==> src/rtl/riot_bus_pkg.sv <==
// ---------------------------------------------------------------------------
// riot_bus_pkg
// Shared definitions for the RIOT (6532-style) bus master:
//   - bus_state_t : FSM state encoding of riot_bus_master
//   - RIOT_*      : register addresses in the I/O/timer space (RS_N = 1)
//   - CS_*        : chip-select encodings for the {CS2_N, CS1} pair
//   - riot_timer_addr() : builds a timer write address from mode and IRQ enable
// ---------------------------------------------------------------------------
package riot_bus_pkg;

    typedef enum logic [1:0] {
        ST_IDLE   = 2'd0,
        ST_ACCESS = 2'd1,
        ST_GAP    = 2'd2,
        ST_RESP   = 2'd3
    } bus_state_t;

    localparam logic [6:0] RIOT_DRA          = 7'h00;
    localparam logic [6:0] RIOT_DDRA         = 7'h01;
    localparam logic [6:0] RIOT_DRB          = 7'h02;
    localparam logic [6:0] RIOT_DDRB         = 7'h03;
    localparam logic [6:0] RIOT_IRQFLAG      = 7'h05;
    localparam logic [6:0] RIOT_TIMER_BASE   = 7'h14;
    localparam logic [6:0] RIOT_TIMER_IRQ_EN = 7'h08;

    localparam logic [1:0] CS_SELECT   = 2'b01;
    localparam logic [1:0] CS_DESELECT = 2'b10;

    // The timer prescaler mode sits in A[1:0] and the IRQ enable adds 0x08
    // on top of the 0x14 base; none of those bits overlap, so OR is exact.
    function automatic logic [6:0] riot_timer_addr(input logic [1:0] mode,
                                                   input logic       irq_en);
        riot_timer_addr = RIOT_TIMER_BASE
                        | (irq_en ? RIOT_TIMER_IRQ_EN : 7'h00)
                        | {5'b00000, mode};
    endfunction

endpackage

==> src/rtl/riot_bus_master.sv <==
// ---------------------------------------------------------------------------
// riot_bus_master
// Turns single requests into one-cycle RIOT bus accesses, and optionally
// repeats a read (poll) until the read data hits a mask or a read limit is
// reached.
//
// Parameters
//   POLL_GAP : idle cycles between successive poll reads (0..255)
//   POLL_MAX : maximum reads per poll request (1..65535)
//
// Ports
//   CLK, RES                 : clock, synchronous active-high reset
//   REQ_VALID/REQ_READY      : request handshake
//   REQ_WE, REQ_RAM, REQ_POLL: write / RAM space / repeated read
//   REQ_ADDR, REQ_WDATA      : address, write data or poll mask
//   RSP_VALID/RSP_READY      : response handshake
//   RSP_RDATA, RSP_TIMEOUT   : captured read data, poll ended without match
//   R_W, CS, RS_N, A, D_OUT  : RIOT bus outputs
//   D_IN                     : RIOT bus read data (valid during ACCESS)
// ---------------------------------------------------------------------------
module riot_bus_master
    import riot_bus_pkg::*;
#(
    parameter int POLL_GAP = 3,
    parameter int POLL_MAX = 1024
) (
    input  logic       CLK,
    input  logic       RES,
    input  logic       REQ_VALID,
    output logic       REQ_READY,
    input  logic       REQ_WE,
    input  logic       REQ_RAM,
    input  logic       REQ_POLL,
    input  logic [6:0] REQ_ADDR,
    input  logic [7:0] REQ_WDATA,
    output logic       RSP_VALID,
    input  logic       RSP_READY,
    output logic [7:0] RSP_RDATA,
    output logic       RSP_TIMEOUT,
    output logic       R_W,
    output logic [1:0] CS,
    output logic       RS_N,
    output logic [6:0] A,
    output logic [7:0] D_OUT,
    input  logic [7:0] D_IN
);

    localparam logic [7:0]  GAP_LAST   = (POLL_GAP > 0) ? 8'(POLL_GAP - 1) : 8'd0;
    localparam logic [15:0] POLL_LIMIT = 16'(POLL_MAX);

    bus_state_t  state;
    bus_state_t  state_next;

    logic        lat_we;
    logic        lat_ram;
    logic        lat_poll;
    logic [6:0]  lat_addr;
    logic [7:0]  lat_wdata;

    logic [7:0]  gap_cnt;
    logic [15:0] poll_cnt;
    logic [7:0]  rdata_q;
    logic        timeout_q;

    logic [15:0] poll_cnt_inc;
    logic        poll_match;
    logic        poll_limit;

    // Poll decisions for the current ACCESS: the count includes this read,
    // and a zero mask can never produce a match.
    always_comb begin
        poll_cnt_inc = poll_cnt + 16'd1;
        poll_match   = (D_IN & lat_wdata) != 8'h00;
        poll_limit   = (poll_cnt_inc == POLL_LIMIT);
    end

    // State register; reset lands in IDLE, which abandons any transaction.
    always_ff @(posedge CLK) begin
        if (RES) begin
            state <= ST_IDLE;
        end else begin
            state <= state_next;
        end
    end

    // Next-state and output decode. Everything is gated by RES so that the
    // bus is quiet and no handshake is offered during the reset cycles
    // themselves, not just after the first reset edge.
    always_comb begin
        state_next = state;
        REQ_READY  = 1'b0;
        RSP_VALID  = 1'b0;
        R_W        = 1'b1;
        CS         = CS_DESELECT;
        RS_N       = 1'b1;
        A          = 7'h00;
        D_OUT      = 8'h00;

        if (!RES) begin
            case (state)
                ST_IDLE: begin
                    REQ_READY = 1'b1;
                    if (REQ_VALID) begin
                        state_next = ST_ACCESS;
                    end
                end
                ST_ACCESS: begin
                    CS    = CS_SELECT;
                    RS_N  = ~lat_ram;
                    A     = lat_addr;
                    R_W   = ~lat_we;
                    D_OUT = lat_we ? lat_wdata : 8'h00;
                    if (!lat_poll || poll_match || poll_limit) begin
                        state_next = ST_RESP;
                    end else if (POLL_GAP == 0) begin
                        state_next = ST_ACCESS;
                    end else begin
                        state_next = ST_GAP;
                    end
                end
                ST_GAP: begin
                    if (gap_cnt == GAP_LAST) begin
                        state_next = ST_ACCESS;
                    end
                end
                ST_RESP: begin
                    RSP_VALID = 1'b1;
                    if (RSP_READY) begin
                        state_next = ST_IDLE;
                    end
                end
                default: begin
                    state_next = ST_IDLE;
                end
            endcase
        end
    end

    // Request latch, poll/gap counters and response capture. The poll flag
    // is dropped for writes at acceptance so the rest of the FSM never has
    // to look at WE when deciding whether to repeat. Timeout is recomputed
    // on every ACCESS; only the final one before RESP matters.
    always_ff @(posedge CLK) begin
        if (RES) begin
            lat_we    <= 1'b0;
            lat_ram   <= 1'b0;
            lat_poll  <= 1'b0;
            lat_addr  <= 7'h00;
            lat_wdata <= 8'h00;
            gap_cnt   <= 8'd0;
            poll_cnt  <= 16'd0;
            rdata_q   <= 8'h00;
            timeout_q <= 1'b0;
        end else begin
            case (state)
                ST_IDLE: begin
                    if (REQ_VALID) begin
                        lat_we    <= REQ_WE;
                        lat_ram   <= REQ_RAM;
                        lat_poll  <= REQ_POLL & ~REQ_WE;
                        lat_addr  <= REQ_ADDR;
                        lat_wdata <= REQ_WDATA;
                        poll_cnt  <= 16'd0;
                        timeout_q <= 1'b0;
                    end
                end
                ST_ACCESS: begin
                    if (lat_poll) begin
                        poll_cnt <= poll_cnt_inc;
                    end
                    rdata_q   <= lat_we ? 8'h00 : D_IN;
                    timeout_q <= lat_poll && !poll_match && poll_limit;
                    gap_cnt   <= 8'd0;
                end
                ST_GAP: begin
                    gap_cnt <= gap_cnt + 8'd1;
                end
                default: begin
                end
            endcase
        end
    end

    // Response fields read as zero while reset is held.
    always_comb begin
        RSP_RDATA   = RES ? 8'h00 : rdata_q;
        RSP_TIMEOUT = RES ? 1'b0  : timeout_q;
    end

endmodule

==> config.mk <==
export PLATFORM = sky130hd
export DESIGN_NAME = riot_bus_master
export DESIGN_NICKNAME = d
export VERILOG_FILES = /design/src/rtl/riot_bus_pkg.sv /design/src/rtl/riot_bus_master.sv
export SDC_FILE = /design/constraint.sdc
export NUM_CORES = 1
export LEC_CHECK = 0
export CAP_MARGIN = 10
export CELL_PAD_IN_SITES_DETAIL_PLACEMENT = 1
export CELL_PAD_IN_SITES_GLOBAL_PLACEMENT = 2
export CORE_MARGIN = 2
export CORE_UTILIZATION = 29
export DETAILED_ROUTE_END_ITERATION = 10
export PLACE_DENSITY = 0.87
export SLEW_MARGIN = 10
export SYNTH_ARGS = -nofsm -noshare
export SYNTH_HDL_FRONTEND = slang
export SYNTH_SLANG_ARGS = --single-unit
==> constraint.sdc <==
create_clock -name CLK -period 2.2 [get_ports CLK]
set_input_delay 0.44 -clock CLK [delete_from_list [all_inputs] [get_ports CLK]]
set_output_delay 0.44 -clock CLK [all_outputs]
set_load 0.02 [all_outputs]
==> results.ini <==
[floorplanning]
num_rows = 36
dieHeight_um = 103
dieArea_mm2 = 0.0106
start_util_pct = 29.3
core_area_mm2 = 0.00964
die_w_um = 103
io_pins = 60

[yosys]
synth-xor-area-share_pct = 3.10
synth_top_area_share_pct = 37.5
synth_top_family_by_area = simple AND/OR/NAND/NOR gates
synth_edf_count = 0
async_reset_ff_share_pct = 0
yosysUniqueCellTypes = 51
synthFlopType = dfxtp_1
ys.warnings.count = 0
ys_ff_latch = 53
synth_area_leader_cell = dfxtp_1
yosysSeqAreaShare_pct = 37.5
synthesis.area_mm2 = 0.00283
synth_nets = 397
synth_fa_ha_area_share_pct = 3.54
syn_inst = 359
synth_area_per_cell_um2 = 7.88
synthSimpleGateAreaFrac_pct = 31.3
synth-compound-area-share_pct = 18.5
synthTopCellsByArea = dfxtp_1 (38%), nand2_1 (7.3%), a21oi_1 (5.3%), o21ai_0 (4.2%), nor2_1 (3.8%)
muxShareOfSynthArea_pct = 1.11

[setup_path]
path_max_fanout = 29
path_class = in -> out
critPathArrivalTime_ns = 1.70
ff2ff_path_depth = 5
critical_path_required_ns = 1.76
startpoint_type = primary input
cp-end-kind = primary output
rrSetupSlack_ns = 0.23

[sta]
setup_viol = 0
worstMarginPinSlew_ns = 0.543
fmax_mhz = 468
slew_headroom_pct = 63.7
hold_viol = 0
fin_crit_ns = 2.14
slew_viol_final = 0
post-route-period-util_pct = 97.2
skew_ns = 0.0160
setup_tns_ns = 0
rsz0062_at_grt = false

[cts]
clock_insertion_delay_worst_skew_ns = 0.32
htree_levels = 2
clk_pin_slew_ns = 0.11
root_buffer = clkbuf_8
clkSinkCount = 53
clock_path_buffers = 2
cts_tree = done
holdBufCountCts = 0
numCtsBuffers = 5

[global_route]
track_usage_pct = 16.6
first_global_vias = 2913
grt_pass1_wl_mm = 14.1
overflow = 0
grt_max_degree = 30
antenna_found_initial = 0

[placement]
port_buffers = 59
dp_hpwl_mm = 6.11
place_congestion = 0.791

[power_and_ir_drop]
ir_drop_uv = 377
p_leak_nw = 1.55
power.density_mw_per_mm2 = 763
power_mw = 2.88

[finish]
nets = 468
layout_common_cells = nand2_1 (55), dfxtp_1 (52), clkdlybuf4s50_1 (37)
drive_gt1_share_pct = 16.0
area_growth_pct = 33.6
num_antenna_cells = 0
mostFrequentLayoutCell = nand2_1

[detailed_routing]
dr_total_vias = 2779
wl_mm = 8.43
drcViolationCount = 0
firstDrtPassIters = 4
vias_per_cell = 4.93
drt_iter0_drc = 105
ant_nets = 0
wl_per_cell_um = 15.0

[worst_hold_path]
min_path_cells = 2
min_path_type = reg -> reg

[outcome]
outcome = finished clean

[run]
cap_violations = 0

[routing by layer]
metal  GRT usage (%)  up-vias  share of wire (%)  wire length [µm]
met5               0        -                  0                 0
met4            2.94        0               0.64                54
met3            4.75        5                5.4               452
met2            28.2       53                 47              3980
met1            21.3     1325                 47              3940
li1                -     1396                  -                 -
[cell usage after synthesis (7+ instances only)]
library cell and n:
a21oi_1 30, a22oi_1 10, and2_1 9, and3_1 11
buf_2 7, clkbuf_1 14, dfxtp_1 53, ha_1 8
inv_1 9, nand2_1 55, nand3_1 12, nand4_1 10
nor2_1 29, nor2b_1 14, o21ai_0 24, xor2_1 7
[worst paths after layout]
| path | start | end |
|---|---|---|
| worst max-delay path | RES | RSP_TIMEOUT |
| worst min-delay path | lat_addr[1] | lat_addr[1] |
| worst max register to register | poll_cnt[4] | state[0] |
| worst min register to register | lat_addr[1] | lat_addr[1] |
[power breakdown]
group / internal (mW) / switching, mW
Sequential: 1.06 / 0.0729
Clock: 0.371 / 0.350
Combinational: 0.443 / 0.583
[sequential cells by signal, summed over array words and instances (netlist names)]
register   cells
state          2
timeout_q      1
lat_addr       7
lat_poll       1
poll_cnt      16
lat_we         1
lat_wdata      8
rdata_q        8
gap_cnt        8
lat_ram        1
[cells by family (layout without fill, tap and decap cells)]
kind of cell    after synthesis  count (layout)
compound gates               85              85
xor+xnor                     10              10
fa+ha+maj                     8               8
buf+inv                      34             106
flops                        53              53
mux                           3               3
simple gates                166             166
[what timing repair did]
action,4_1_cts,5_1_grt
gates cloned,0,1
pin swaps,0,1
buffers inserted,4,0
gates resized for setup,59,13
endpoints found under the setup margin,29,21
[metrics by stage]
step	setup WS (ns)	hold slack, ns	area, µm²	util [%]	instances
final	0.0615	0.460	3780	39.2	564
after detailed placement	-0.0700	0.446	3660	38.0	551
after CTS	0.000822	0.462	3790	39.3	563
after global placement	-0.0503	0.438	3660	38.0	551
after global routing	0.00718	0.486	3780	39.2	564
after floorplan	0.0889	0.432	2830	-	359
[area by class of cell]
| class | instances | area (µm²) |
|---|---|---|
| clock buffer | 6 | 82.6 |
| clock inverter | 2 | 37.5 |
| inverter | 9 | 33.8 |
| tap | 133 | 166 |
| timing repair buffer | 89 | 748 |
| sequential | 53 | 1060 |
| multi-input combinational | 272 | 1650 |
| fill | 1239 | 5860 |
[worst max-delay path: stages]
cell,delay [ns]
buf_2,0.13
buf_4,0.24
nor2b_1,0.24
clkdlybuf4s50_1,0.64
Power figures use the tool's default switching activity.
